$ cat src/rtl/axi4_arbiter.sv
// 2:1 round-robin AXI4 arbiter: one transaction (read or write burst) in flight at a time.
// The granted master is wired straight through to the slave port; the other master sees ready=0.
module axi4_arbiter #(
  parameter int unsigned ADDR_WIDTH = 32,
  parameter int unsigned DATA_WIDTH = 32,
  parameter int unsigned ID_WIDTH   = 4
) (
  input  logic                    clk,
  input  logic                    rst_n,
  // master 0 (IFU)
  input  logic [ADDR_WIDTH-1:0]   m0_araddr_i,
  input  logic [ID_WIDTH-1:0]     m0_arid_i,
  input  logic [7:0]              m0_arlen_i,
  input  logic [2:0]              m0_arsize_i,
  input  logic [1:0]              m0_arburst_i,
  input  logic                    m0_arvalid_i,
  output logic                    m0_arready_o,
  output logic [DATA_WIDTH-1:0]   m0_rdata_o,
  output logic [1:0]              m0_rresp_o,
  output logic                    m0_rlast_o,
  output logic [ID_WIDTH-1:0]     m0_rid_o,
  output logic                    m0_rvalid_o,
  input  logic                    m0_rready_i,
  input  logic [ADDR_WIDTH-1:0]   m0_awaddr_i,
  input  logic [ID_WIDTH-1:0]     m0_awid_i,
  input  logic [7:0]              m0_awlen_i,
  input  logic [2:0]              m0_awsize_i,
  input  logic [1:0]              m0_awburst_i,
  input  logic                    m0_awvalid_i,
  output logic                    m0_awready_o,
  input  logic [DATA_WIDTH-1:0]   m0_wdata_i,
  input  logic [DATA_WIDTH/8-1:0] m0_wstrb_i,
  input  logic                    m0_wlast_i,
  input  logic                    m0_wvalid_i,
  output logic                    m0_wready_o,
  output logic [1:0]              m0_bresp_o,
  output logic [ID_WIDTH-1:0]     m0_bid_o,
  output logic                    m0_bvalid_o,
  input  logic                    m0_bready_i,
  // master 1 (LSU)
  input  logic [ADDR_WIDTH-1:0]   m1_araddr_i,
  input  logic [ID_WIDTH-1:0]     m1_arid_i,
  input  logic [7:0]              m1_arlen_i,
  input  logic [2:0]              m1_arsize_i,
  input  logic [1:0]              m1_arburst_i,
  input  logic                    m1_arvalid_i,
  output logic                    m1_arready_o,
  output logic [DATA_WIDTH-1:0]   m1_rdata_o,
  output logic [1:0]              m1_rresp_o,
  output logic                    m1_rlast_o,
  output logic [ID_WIDTH-1:0]     m1_rid_o,
  output logic                    m1_rvalid_o,
  input  logic                    m1_rready_i,
  input  logic [ADDR_WIDTH-1:0]   m1_awaddr_i,
  input  logic [ID_WIDTH-1:0]     m1_awid_i,
  input  logic [7:0]              m1_awlen_i,
  input  logic [2:0]              m1_awsize_i,
  input  logic [1:0]              m1_awburst_i,
  input  logic                    m1_awvalid_i,
  output logic                    m1_awready_o,
  input  logic [DATA_WIDTH-1:0]   m1_wdata_i,
  input  logic [DATA_WIDTH/8-1:0] m1_wstrb_i,
  input  logic                    m1_wlast_i,
  input  logic                    m1_wvalid_i,
  output logic                    m1_wready_o,
  output logic [1:0]              m1_bresp_o,
  output logic [ID_WIDTH-1:0]     m1_bid_o,
  output logic                    m1_bvalid_o,
  input  logic                    m1_bready_i,
  // downstream slave
  output logic [ADDR_WIDTH-1:0]   s_araddr_o,
  output logic [ID_WIDTH-1:0]     s_arid_o,
  output logic [7:0]              s_arlen_o,
  output logic [2:0]              s_arsize_o,
  output logic [1:0]              s_arburst_o,
  output logic                    s_arvalid_o,
  input  logic                    s_arready_i,
  input  logic [DATA_WIDTH-1:0]   s_rdata_i,
  input  logic [1:0]              s_rresp_i,
  input  logic                    s_rlast_i,
  input  logic [ID_WIDTH-1:0]     s_rid_i,
  input  logic                    s_rvalid_i,
  output logic                    s_rready_o,
  output logic [ADDR_WIDTH-1:0]   s_awaddr_o,
  output logic [ID_WIDTH-1:0]     s_awid_o,
  output logic [7:0]              s_awlen_o,
  output logic [2:0]              s_awsize_o,
  output logic [1:0]              s_awburst_o,
  output logic                    s_awvalid_o,
  input  logic                    s_awready_i,
  output logic [DATA_WIDTH-1:0]   s_wdata_o,
  output logic [DATA_WIDTH/8-1:0] s_wstrb_o,
  output logic                    s_wlast_o,
  output logic                    s_wvalid_o,
  input  logic                    s_wready_i,
  input  logic [1:0]              s_bresp_i,
  input  logic [ID_WIDTH-1:0]     s_bid_i,
  input  logic                    s_bvalid_i,
  output logic                    s_bready_o
);

  typedef enum logic [1:0] {StIdle, StRd, StWr} state_e;

  state_e     state_q, state_d;
  logic       gnt_q, gnt_d;
  logic       last_q, last_d;
  logic       pick;
  logic [1:0] req, awreq;
  logic       rd, wr;

  assign awreq = {m1_awvalid_i, m0_awvalid_i};
  assign req   = {m1_arvalid_i, m0_arvalid_i} | awreq;
  assign rd    = (state_q == StRd);
  assign wr    = (state_q == StWr);

  always_ff @(posedge clk or negedge rst_n) begin
    if (!rst_n) begin
      state_q <= StIdle;
      gnt_q   <= 1'b0;
      last_q  <= 1'b1;
    end else begin
      state_q <= state_d;
      gnt_q   <= gnt_d;
      last_q  <= last_d;
    end
  end

  always_comb begin
    state_d = state_q;
    gnt_d   = gnt_q;
    last_d  = last_q;
    pick    = 1'b0;
    unique case (state_q)
      StIdle: begin
        if (req != 2'b00) begin
          // Tie goes to whoever was not served last; writes beat reads within a master.
          pick    = (req == 2'b11) ? ~last_q : req[1];
          gnt_d   = pick;
          state_d = awreq[pick] ? StWr : StRd;
        end
      end
      StRd: begin
        if (s_rvalid_i && s_rready_o && s_rlast_i) begin
          state_d = StIdle;
          last_d  = gnt_q;
        end
      end
      StWr: begin
        if (s_bvalid_i && s_bready_o) begin
          state_d = StIdle;
          last_d  = gnt_q;
        end
      end
      default: state_d = StIdle;
    endcase
  end

  // Request-side channels: payload muxed freely, valids gated by state.
  assign s_araddr_o  = gnt_q ? m1_araddr_i  : m0_araddr_i;
  assign s_arid_o    = gnt_q ? m1_arid_i    : m0_arid_i;
  assign s_arlen_o   = gnt_q ? m1_arlen_i   : m0_arlen_i;
  assign s_arsize_o  = gnt_q ? m1_arsize_i  : m0_arsize_i;
  assign s_arburst_o = gnt_q ? m1_arburst_i : m0_arburst_i;
  assign s_arvalid_o = rd & (gnt_q ? m1_arvalid_i : m0_arvalid_i);
  assign s_rready_o  = rd & (gnt_q ? m1_rready_i  : m0_rready_i);
  assign s_awaddr_o  = gnt_q ? m1_awaddr_i  : m0_awaddr_i;
  assign s_awid_o    = gnt_q ? m1_awid_i    : m0_awid_i;
  assign s_awlen_o   = gnt_q ? m1_awlen_i   : m0_awlen_i;
  assign s_awsize_o  = gnt_q ? m1_awsize_i  : m0_awsize_i;
  assign s_awburst_o = gnt_q ? m1_awburst_i : m0_awburst_i;
  assign s_awvalid_o = wr & (gnt_q ? m1_awvalid_i : m0_awvalid_i);
  assign s_wdata_o   = gnt_q ? m1_wdata_i   : m0_wdata_i;
  assign s_wstrb_o   = gnt_q ? m1_wstrb_i   : m0_wstrb_i;
  assign s_wlast_o   = gnt_q ? m1_wlast_i   : m0_wlast_i;
  assign s_wvalid_o  = wr & (gnt_q ? m1_wvalid_i : m0_wvalid_i);
  assign s_bready_o  = wr & (gnt_q ? m1_bready_i : m0_bready_i);

  // Response payload is broadcast; only the granted master ever sees a valid or ready.
  assign m0_arready_o = rd & ~gnt_q & s_arready_i;
  assign m0_rvalid_o  = rd & ~gnt_q & s_rvalid_i;
  assign m0_awready_o = wr & ~gnt_q & s_awready_i;
  assign m0_wready_o  = wr & ~gnt_q & s_wready_i;
  assign m0_bvalid_o  = wr & ~gnt_q & s_bvalid_i;
  assign m1_arready_o = rd & gnt_q & s_arready_i;
  assign m1_rvalid_o  = rd & gnt_q & s_rvalid_i;
  assign m1_awready_o = wr & gnt_q & s_awready_i;
  assign m1_wready_o  = wr & gnt_q & s_wready_i;
  assign m1_bvalid_o  = wr & gnt_q & s_bvalid_i;

  assign m0_rdata_o = s_rdata_i;
  assign m0_rresp_o = s_rresp_i;
  assign m0_rlast_o = s_rlast_i;
  assign m0_rid_o   = s_rid_i;
  assign m0_bresp_o = s_bresp_i;
  assign m0_bid_o   = s_bid_i;
  assign m1_rdata_o = s_rdata_i;
  assign m1_rresp_o = s_rresp_i;
  assign m1_rlast_o = s_rlast_i;
  assign m1_rid_o   = s_rid_i;
  assign m1_bresp_o = s_bresp_i;
  assign m1_bid_o   = s_bid_i;

endmodule

$ cat config.mk
export PLATFORM = sky130hd
export DESIGN_NAME = axi4_arbiter
export DESIGN_NICKNAME = d
export VERILOG_FILES = /design/src/rtl/axi4_arbiter.sv
export SDC_FILE = /design/constraint.sdc
export NUM_CORES = 1
export LEC_CHECK = 0
export ABC_AREA = 1
export CORE_AREA = 2 2 226 228
export DETAILED_ROUTE_END_ITERATION = 16
export DIE_AREA = 0 0 228 230
export HOLD_SLACK_MARGIN = 0.02
export SYNTH_ARGS = -nofsm -noshare
export SYNTH_HDL_FRONTEND = slang
export SYNTH_SLANG_ARGS = --single-unit
$ cat constraint.sdc
create_clock -name clk -period 2.2 [get_ports clk]
set_input_delay 0.44 -clock clk [delete_from_list [all_inputs] [get_ports clk]]
set_output_delay 0.44 -clock clk [all_outputs]
set_load 0.005 [all_outputs]
## Yosys cells after proc, flatten, opt, wreduce, memory -nomap -nowiden

Index checks and enable logic that the tools add are counted.

| cells by class | value |
|---|---|
| equal/unequal tests | 6 |
| magnitude comparators | 1 |
| reductions and logical operators | 9 |
| multiplexer cells | 29 |
| bitwise operators | 22 |

Operator list:

| operator | count |
|---|---|
| $mux W32 | 3 |
| $and A1 B1 Y1 | 19 |
| $mux W8 | 2 |
| $mux W2 | 6 |
| $mux W4 | 3 |
| $mux W1 | 11 |
| $mux W3 | 2 |
| $pmux W2 S3 | 1 |
| $reduce_and A3 Y1 | 2 |
| $eq A2 B2 Y1 const B | 2 |
| $ne A2 B1 Y1 const B | 2 |
| $reduce_bool A2 Y1 | 2 |
| $logic_and A1 B1 Y1 | 3 |
| $eq A2 B1 Y1 const B | 1 |
| $logic_not A2 Y1 | 1 |
| $lt A1 B2 Y1 const B | 1 |
| $ne A2 B2 Y1 const B | 1 |
| $not A1 Y1 | 2 |
| $or A2 B2 Y2 | 1 |
| $pmux W1 S2 | 1 |
| $reduce_and A2 Y1 | 1 |

| word-level totals | value |
|---|---|
| word-level logic and storage cells | 70 |
| bits in registers | 4 |
| input port bits | 332 |
| output and inout port bits | 240 |

## Logic depth before layout (Yosys ltp)

Gate-level depths: netlist (run 1).

| depth | value |
|---|---|
| word-level depth | 8 |
| depth in mapped cells | 9 |

## Least setup slack after synthesis (run 1)

No wires, ideal clock.

| timing | value |
|---|---|
| path kind | flip-flop to output port |
| start point | reg gnt_q |
| end point | out s_araddr_o[19] |
| data arrival time | 0.998 ns |
| cell stages (with the launch flop) | 7 |
| path slack | 0.762 ns |
| cells stage by stage | dfrtp_1 buf_2 inv_2 buf_4 buf_6 nand2_1 nand2_1 |

| on the way | value |
|---|---|
| longest elaborated chain between the ends | 1 |

Ends and longest elaborated chain:

| what | line | source |
|---|---|---|
| start: declaration | 105 | `logic gnt_q, gnt_d;` |
| start signal: assignment | 123 | `gnt_q <= gnt_d;` |
| $mux W32 | 159 | `assign s_araddr_o = gnt_q ? m1_araddr_i : m0_araddr_i;` |
| end: declaration | 71 | `output logic [ADDR_WIDTH-1:0] s_araddr_o,` |

Every way passes these cells.

## Final worst setup path (run 1)

| timing | value |
|---|---|
| start point | reg gnt_q |
| end point | out s_wstrb_o[1] |

| on the way | value |
|---|---|
| longest elaborated chain between the ends | 1 |

Ends and longest elaborated chain:

| what | line | source |
|---|---|---|
| $mux W4 | 173 | `assign s_wstrb_o = gnt_q ? m1_wstrb_i : m0_wstrb_i;` |
| end: declaration | 92 | `output logic [DATA_WIDTH/8-1:0] s_wstrb_o,` |

Every way passes these cells.

==> flow_summary.yaml, run 1 <==
outcome:
  status: "finished, final reports clean"
routing:
  postRouteAntennaNets: 0
  first_iter_violations: 173
  routed_wire_length_per_instance_um: 16.34
  route.detailed.drc: 0
  drt-total-wl_mm: 26.99
  drtPass1Iterations: 4
  avgViaCountPerCell: 3.165
  routed-via-count: 5229
worst_setup_path:
  cp-endpoint: "s_wstrb_o[1]"
  setup.reg_to_reg.worst_slack_ps: 660
  crit_start: "gnt_q$_DFFE_PN0P_"
  end_kind: "primary output"
  rr_endpoint: "last_q$_DFFE_PN1P_"
  number_of_cells_on_the_worst_reg_to_reg_path: 9
  cp_data_arrival_time_ps: 1760
  startpoint_class_of_the_critical_path: "register"
  path_max_fanout: 14
  worstPathRequired_ps: 1760
  worstReg2RegStart: "gnt_q$_DFFE_PN0P_"
  criticalPathCategory: "reg -> out"
hold_path:
  min_path_type: "in -> async"
power_and_ir_drop:
  report.power.total_mw: 7.815
  power-per-cell-area_nw_per_um2: 946.2
  p_leak_nw: 4.452
  vdd_drop_max_uv: 367.8
finish:
  post_route_cells_drive_above_1_share: 0.09592
  num-nets-final: 1313
  number_of_filler_cells_placed_in_the_layout: 5708
  antenna-diode-count: 0
  final_cell_mix: "423 x sky130_fd_sc_hd__nand2_1, 296 x sky130_fd_sc_hd__clkdlybuf4s50_1, 66 x sky130_fd_sc_hd__dlygate4sd2_1"
  area.growth.synth_to_final_pct: 193.0
  most_common_cell_after_layout_fill_and_taps_aside: "sky130_fd_sc_hd__nand2_1"
  finalInstanceArea_sq_um: 8259
floorplan:
  die_x_um: 228
  start_util: 0.05653
  coreArea_sq_um: 49860
  rows: 82
  ios: 572
  design.die.area_sq_um: 52440
  die_height_um: 230
cts:
  cts-buffers-inserted: 3
  ctsHtreeMaxLevel: 1
  numClockSinks: 4
  worst_skew_pair.late_latency_ps: 230
  path_clk_slew_ps: 30
  clk_root_buffer_cell: "sky130_fd_sc_hd__clkbuf_16"
  tritoncts: "built"
  max-clock-path-buffers: 2
logic_synthesis:
  synth_seq_cells: 4
  synthesis.instances: 602
  post_synth.cell_area_avg_sq_um: 4.683
  synthesis.nets: 934
  synthesis.area_sq_um: 2819
  synth_cell_type_count: 18
  synth_seq_area_share: 0.03595
  synthesis_warnings: 0
sta:
  tightest_slew_ps: 270.8
  fmaxAchievable_ghz: 0.4546
  worst_clock_skew_ps: 0.3518
  post-route-period-util: 0.9999
  rsz0062_at_grt: "yes"
  final_period_minus_worst_setup_slack_ps: 2200
  endpoints_failing_hold: 0
  setup-tns-final_ps: 0
  maxSlewViolCount: 0
  final_worst_slack_ps: 0.2504
  maxSlewHeadroom: 0.8175
  finalSetupViolCount: 0
global_routing:
  grt_pass1_wl_mm: 32.50
  grt_usage: 0.08375
  globalRoute.totalOverflow: 0
  grt_start_max_net_pins: 58
  first_global_vias: 4997
  initial_antenna_violation_count: 1
placed_design:
  finalWeightedCongestion: 0.9016
  dp_hpwl_mm: 19.21
  port_buffers: 439
  dpl_worst_slack_ps: 34.27
  dpl_cell_area_sq_um: 7388
job:
  max_cap_viols: 0
==> cell usage after synthesis <==
cell type                  instances  share of area
sky130_fd_sc_hd__nand2_1         431           0.57
sky130_fd_sc_hd__buf_4            91           0.24
sky130_fd_sc_hd__buf_2            17          0.030
sky130_fd_sc_hd__nor2_1           13          0.017
sky130_fd_sc_hd__inv_1            11          0.015
sky130_fd_sc_hd__buf_6            10          0.040
sky130_fd_sc_hd__nand3_1           8          0.014
sky130_fd_sc_hd__o21ai_1           5         0.0089
sky130_fd_sc_hd__clkbuf_1          3         0.0040
sky130_fd_sc_hd__dfrtp_1           3          0.027
sky130_fd_sc_hd__inv_2             3         0.0040
sky130_fd_sc_hd__and2_1            1         0.0022
sky130_fd_sc_hd__and3_1            1         0.0022
sky130_fd_sc_hd__dfstp_2           1         0.0093
sky130_fd_sc_hd__nand4_1           1         0.0022
sky130_fd_sc_hd__nor2_2            1         0.0022
sky130_fd_sc_hd__nor2_4            1         0.0040
sky130_fd_sc_hd__o21ai_0           1         0.0018
==> registers in the layout (all words and copies together) (netlist names) <==
signal   cells
gnt_q        1
last_q       1
state_q      2
==> where the power goes <==
part | switching (mW) | total, mW | leakage (nW) | internal (mW)
sequential | 0.0755 | 0.200 | 0.0451 | 0.124
clock | 0.0662 | 0.307 | 0.0382 | 0.241
combinational | 3.51 | 7.31 | 4.37 | 3.80
==> stage by stage <==
| step | instances | hold WS [ps] | util |
|---|---|---|---|
| 2_1_floorplan | 602 | 144.4 | - |
| 3_3_place_gp | 1602 | 462.5 | 0.1482 |
| 3_5_place_dp | 1602 | 464.3 | 0.1482 |
| 5_1_grt | 1652 | 438.7 | 0.1656 |
| 6_report | 1652 | 439.4 | 0.1656 |
| 4_1_cts | 1619 | 441.3 | 0.1535 |
==> routing by layer <==
layer | track usage | wire length (um) | vias up
met3 | 0.03410 | 2820 | 42
met4 | 0.02369 | 887 | 0
met5 | 0.005515 | 0 | -
met1 | 0.09321 | 10540 | 2281
met2 | 0.1460 | 12740 | 454
li1 | - | - | 2452
==> what timing repair did <==
action / 4_1_cts / 5_1_grt
hold buffers: 0 / 0
cloned: 4 / 9
buffers inserted: 9 / 25
resized for setup: 90 / 92
endpoints found under the setup margin: 124 / 66
pin swaps: 0 / 2
==> cell families after synthesis <==
kind of cell,after synthesis,share of synthesized area
buffers and inverters,135,0.3351
AO/OA/AOI/OAI,6,0.01065
flip-flops,4,0.03595
AND/OR/NAND/NOR,457,0.6183
==> worst min-delay path by stage <==
| stage | endpoint | cells after the start | start | slack (ps) |
|---|---|---|---|---|
| 4_1_cts | gnt_q$_DFFE_PN0P_ | 1 | rst_n | 440 |
| 3_5_place_dp | last_q$_DFFE_PN1P_ | 2 | last_q$_DFFE_PN1P_ | 460 |
| 5_1_grt | gnt_q$_DFFE_PN0P_ | 1 | rst_n | 440 |
| 6_report | gnt_q$_DFFE_PN0P_ | 1 | rst_n | 440 |
| 2_1_floorplan | gnt_q$_DFFE_PN0P_ | 0 | rst_n | 140 |
| 3_3_place_gp | last_q$_DFFE_PN1P_ | 2 | last_q$_DFFE_PN1P_ | 460 |
==> layout make-up <==
| class | count | area [sq um] | area share |
|---|---|---|---|
| Clock buffer | 4 | 78.83 | 0.009544 |
| Inverter | 14 | 65.06 | 0.007878 |
| Sequential cell | 4 | 106.4 | 0.01288 |
| Timing Repair Buffer | 495 | 5363 | 0.6493 |
| Tap cell | 672 | 840.8 | 0.1018 |
| Multi-Input combinational cell | 463 | 1805 | 0.2186 |
==> worst max-delay path, cell delays in order, from the launching register on <==
cell,delay [ps]
sky130_fd_sc_hd__dfrtp_4,510
sky130_fd_sc_hd__buf_4,190
sky130_fd_sc_hd__clkbuf_16,190
sky130_fd_sc_hd__nand2_1,60
sky130_fd_sc_hd__nand2_1,70
sky130_fd_sc_hd__clkdlybuf4s50_1,500
(Power assumes the default switching activity.)
==> run 2: changes to the inputs <==
GPL_TIMING_DRIVEN = 0   (was not set)
==> flow_summary.yaml, run 2 (synthesis results as in run 1) <==
outcome:
  status: "finished, violations left"
  violations: "negative setup slack"
global_routing:
  initial_antenna_violation_count: 2
  grt_start_max_net_pins: 11
  grt_pass1_wl_mm: 38.26
  grt_usage: 0.09976
  globalRoute.totalOverflow: 0
  first_global_vias: 5716
worst_setup_path:
  number_of_cells_on_the_worst_reg_to_reg_path: 10
  criticalPathCategory: "reg -> out"
  path_max_fanout: 10
  worstPathRequired_ps: 1760
  cp_data_arrival_time_ps: 1880
  end_kind: "primary output"
  startpoint_class_of_the_critical_path: "register"
floorplan:
  design.die.area_sq_um: 52440
  die_height_um: 230
  start_util: 0.05653
  coreArea_sq_um: 49860
  ios: 572
  die_x_um: 228
  rows: 82
finish:
  regMostFlops: "state_q"
  final_cell_mix: "458 x sky130_fd_sc_hd__clkdlybuf4s50_1, 426 x sky130_fd_sc_hd__nand2_1, 104 x sky130_fd_sc_hd__buf_4"
  multi_input_area_sq_um: 1788
  largest_register_ffs: 2
  antenna-diode-count: 0
  seq_area_sq_um: 101.3
  post_route_cells_drive_above_1_share: 0.1452
  number_of_filler_cells_placed_in_the_layout: 5653
  finalNonFillerCells: 1822
  reg_top3: "state_q: 2 flops, gnt_q: 1 flops, last_q: 1 flops"
  num-nets-final: 1483
  most_common_cell_after_layout_fill_and_taps_aside: "sky130_fd_sc_hd__clkdlybuf4s50_1"
  area.growth.synth_to_final_pct: 234.5
  post-route-util: 0.1891
power_and_ir_drop:
  p_leak_nw: 4.527
  power-per-cell-area_nw_per_um2: 811.6
  vdd_drop_max_uv: 401.8
cts:
  tritoncts: "built"
  path_clk_slew_ps: 30
  cts-buffers-inserted: 3
  numClockSinks: 4
  worst_skew_pair.late_latency_ps: 220
  clk_root_buffer_cell: "sky130_fd_sc_hd__clkbuf_16"
  max-clock-path-buffers: 2
  ctsHtreeMaxLevel: 1
sta:
  maxSlewHeadroom: 0.6931
  tightest_slew_ps: 460.3
  post-route-period-util: 1.056
  setup-tns-final_ps: -2861
  worst_clock_skew_ps: 1.833
  rsz0062_at_grt: "yes"
  final_period_minus_worst_setup_slack_ps: 2324
  maxSlewViolCount: 0
  endpoints_failing_hold: 0
  fmaxAchievable_ghz: 0.4303
  final_worst_slack_ps: -123.9
  finalSetupViolCount: 50
routing:
  drt-total-wl_mm: 28.16
  first_iter_violations: 109
  routed-via-count: 5578
  drtPass1Iterations: 4
  avgViaCountPerCell: 3.061
  route.detailed.drc: 0
  postRouteAntennaNets: 0
  routed_wire_length_per_instance_um: 15.45
job:
  max_cap_viols: 0
placed_design:
  dp_hpwl_mm: 24.14
  port_buffers: 527
  finalWeightedCongestion: 0.9850
  numPlacedInstances: 1801
hold_path:
  min_path_type: "in -> async"
==> run 2: changes by cell type in the layout (fill, tap and decap cells not counted), sizes merged, moves of 4 or more <==
cell,delta
buf,+81
clkbuf,-5
clkdlybuf4s15,+4
clkdlybuf4s50,+162
dlygate4sd2,-30
dlymetal6s2s,-43
==> run 2: worst paths after layout <==
check	endpoint	slack, ps	startpoint
setup / recovery	s_awaddr_o[22]	-120	gnt_q$_DFFE_PN0P_
hold / removal	gnt_q$_DFFE_PN0P_	420	rst_n
setup reg to reg	last_q$_DFFE_PN1P_	890	gnt_q$_DFFE_PN0P_
hold reg to reg	last_q$_DFFE_PN1P_	470	last_q$_DFFE_PN1P_
max in group asynchronous	last_q$_DFFE_PN1P_	1540	rst_n
min in group clk	last_q$_DFFE_PN1P_	470	last_q$_DFFE_PN1P_
==> run 2: layout make-up <==
class / count / share of cell area
buffer: 121 / 0.1158
clock buffer: 4 / 0.008360
inverter: 14 / 0.006900
multi-input combinational: 463 / 0.1896
sequential: 4 / 0.01075
tap: 672 / 0.08917
timing repair buffer: 544 / 0.5794
==> run 2: metal layers <==
layer / GRT usage / wire [um] / up-vias
met3: 0.01997 / 1899 / 16
li1: - / - / 2793
met5: 0 / 0 / -
met4: 0.02594 / 587 / 0
met1: 0.1194 / 11830 / 2422
met2: 0.1808 / 13840 / 347
==> run 2: what timing repair did <==
item | in CTS | in global routing
gates cloned | 2 | 1
endpoints found under the setup margin | 148 | 96
gates resized for setup | 155 | 34
hold buffers | 0 | 0
buffers inserted | 9 | 6
hold endpoints to repair | 0 | 0
==> run 2: critical path: stages (launching register included) <==
cell and delay (ps):
sky130_fd_sc_hd__dfrtp_1 360, sky130_fd_sc_hd__buf_6 160, sky130_fd_sc_hd__inv_12 80, sky130_fd_sc_hd__buf_16 150, sky130_fd_sc_hd__buf_4 120, sky130_fd_sc_hd__buf_6 120
sky130_fd_sc_hd__nand2_1 50, sky130_fd_sc_hd__nand2_1 80, sky130_fd_sc_hd__clkdlybuf4s50_1 500
==> run 2: report_power, final <==
group	switching (mW)	internal, mW	leakage (nW)
Clock	0.0510	0.239	0.0382
Sequential	0.0346	0.116	0.0472
Combinational	3.43	3.78	4.44
==> run 2: per-stage QoR <==
stage          instance area, sq um  power (mW)  hold WS [ps]  setup WS, ps
2_1_floorplan                  2819       2.463         144.4         762.0
3_3_place_gp                   8935       6.888         460.9        -739.0
3_5_place_dp                   8935       6.882         471.5        -655.9
4_1_cts                        9306       7.815         422.7        -191.5
5_1_grt                        9429       8.326         429.4        -190.8
6_report                       9429       7.653         423.1        -123.9
==> run 3: changes to the inputs <==
CTS_CLUSTER_SIZE = 24   (was not set)
MAX_ROUTING_LAYER = met4   (was not set)
==> flow_summary.yaml, run 3 (synthesis results as in run 1) <==
worst_setup_path:
  startpoint_class_of_the_critical_path: "register"
  criticalPathCategory: "reg -> out"
  worstReg2RegStart: "gnt_q$_DFFE_PN0P_"
  worstPathRequired_ps: 1760
  path_max_fanout: 10
  cp_data_arrival_time_ps: 1700
  crit_start: "gnt_q$_DFFE_PN0P_"
  end_kind: "primary output"
floorplan:
  die_x_um: 228
  die_height_um: 230
  design.die.area_sq_um: 52440
  ios: 572
  rows: 82
  coreArea_sq_um: 49860
  start_util: 0.05653
routing:
  drt-met1-wl_mm: 11.73
  routed_wire_length_per_instance_um: 15.51
  route.detailed.drc: 0
  dr.max_layer_used: "met4"
  met2RoutedLength_mm: 13.91
  drtPass1Iterations: 5
  drt-total-wl_mm: 28.45
  postRouteAntennaNets: 0
  routed-via-count: 5721
  avgViaCountPerCell: 3.118
  met3RoutedLength_mm: 2.023
  first_iter_violations: 128
outcome:
  status: "finished, final reports clean"
sta:
  final_period_minus_worst_setup_slack_ps: 2144
  worst_clock_skew_ps: 2.367
  maxSlewHeadroom: 0.8291
  finalSetupViolCount: 0
  post-route-period-util: 0.9744
  endpoints_failing_hold: 0
  setup-tns-final_ps: 0
  tightest_slew_ps: 255.4
  fin_hold_ws_ps: 410.2
  fmaxAchievable_ghz: 0.4665
  final_worst_slack_ps: 56.24
  maxSlewViolCount: 0
cts:
  ctsHtreeMaxLevel: 1
  path_clk_slew_ps: 30
  ctsHoldBuffers: 0
  tritoncts: "built"
  worst_skew_pair.late_latency_ps: 230
  max-clock-path-buffers: 2
  cts-buffers-inserted: 3
  clk_root_buffer_cell: "sky130_fd_sc_hd__clkbuf_16"
  numClockSinks: 4
finish:
  num-nets-final: 1495
  most_common_cell_after_layout_fill_and_taps_aside: "sky130_fd_sc_hd__nand2_1"
  post_route_cells_drive_above_1_share: 0.1867
  finalNonFillerCells: 1835
  regMostFlops: "state_q"
  largest_register_ffs: 2
  reg_top3: "state_q: 2 flops, gnt_q: 1 flops, last_q: 1 flops"
  finalInstanceArea_sq_um: 9633
  final_cell_mix: "405 x sky130_fd_sc_hd__nand2_1, 395 x sky130_fd_sc_hd__clkdlybuf4s50_1, 109 x sky130_fd_sc_hd__buf_4"
  area.growth.synth_to_final_pct: 241.7
power_and_ir_drop:
  p_leak_nw: 4.872
  clock_power_share: 0.037
  sequentialPowerShare: 0.020
  switching_power_mw: 3.626
  vdd_drop_max_uv: 367.9
  comb_power_share: 0.942
  proportion_of_total_power_due_to_net_switching: 0.4636
  power-per-cell-area_nw_per_um2: 811.8
  cellInternalPower_mw: 4.195
placed_design:
  numPlacedInstances: 1801
  dpl_cell_area_sq_um: 8935
  dpl_worst_slack_ps: -608.5
  dp_hpwl_mm: 24.15
  port_buffers: 527
  finalWeightedCongestion: 0.9736
global_routing:
  initial_antenna_violation_count: 1
  first_global_vias: 5891
  globalRoute.totalOverflow: 0
  grt_pass1_wl_mm: 38.52
  grt_usage: 0.1035
  grt_start_max_net_pins: 11
job:
  max_cap_viols: 0
hold_path:
  min_path_type: "in -> async"
[run 3: what timing repair did]
item,CTS,global route
pin swaps,1,5
endpoints found under the setup margin,148,73
setup buffers,17,9
gates cloned,5,0
gates resized for setup,256,100
[run 3: worst paths after layout]
check	endpoint	slack [ps]	cells after the start
max reg2reg	last_q$_DFFE_PN1P_	950	9
max in group asynchronous	last_q$_DFFE_PN1P_	1560	1
min reg2reg	last_q$_DFFE_PN1P_	480	2
max	s_awaddr_o[13]	60	7
min in group clk	last_q$_DFFE_PN1P_	480	2
min	gnt_q$_DFFE_PN0P_	410	1
[run 3: power by group through the flow]
stage               sequential (mW)  clock [mW]  combinational (mW)
finish                        0.159       0.292                7.37
global route                  0.164       0.307                8.05
CTS                           0.151       0.300                7.47
detailed placement            0.147           0                6.72
global placement              0.147           0                6.74
floorplan                     0.139           0                2.32
[run 3: per-layer routing]
layer / up-vias / track usage
li1: 2819 / -
met5: - / -
met1: 2512 / 0.1214
met4: 0 / 0.03350
met3: 27 / 0.01538
met2: 363 / 0.1811
[run 3: final cells by class]
type | instances | area [sq um]
antenna | 1 | 2.502
sequential | 4 | 102.6
tap | 672 | 840.8
buffer | 121 | 1145
clock buffer | 4 | 78.83
multi-input combinational | 463 | 1876
fill | 5674 | 40230
timing repair buffer | 556 | 5523
inverter | 14 | 65.06
[run 3: metrics by stage]
| stage | util | total power [mW] |
|---|---|---|
| floorplan | - | 2.463 |
| detailed placement | 0.1792 | 6.868 |
| finish | 0.1932 | 7.820 |
| CTS | 0.1886 | 7.925 |
| global placement | 0.1792 | 6.885 |
| global route | 0.1931 | 8.520 |
[run 3: worst max-delay path: stages (launching register included)]
cell	delay, ps
sky130_fd_sc_hd__dfrtp_1	370
sky130_fd_sc_hd__buf_8	150
sky130_fd_sc_hd__buf_12	150
sky130_fd_sc_hd__buf_4	160
sky130_fd_sc_hd__buf_6	150
sky130_fd_sc_hd__nand2_1	140
sky130_fd_sc_hd__nand2_1	70
sky130_fd_sc_hd__dlygate4sd2_1	260
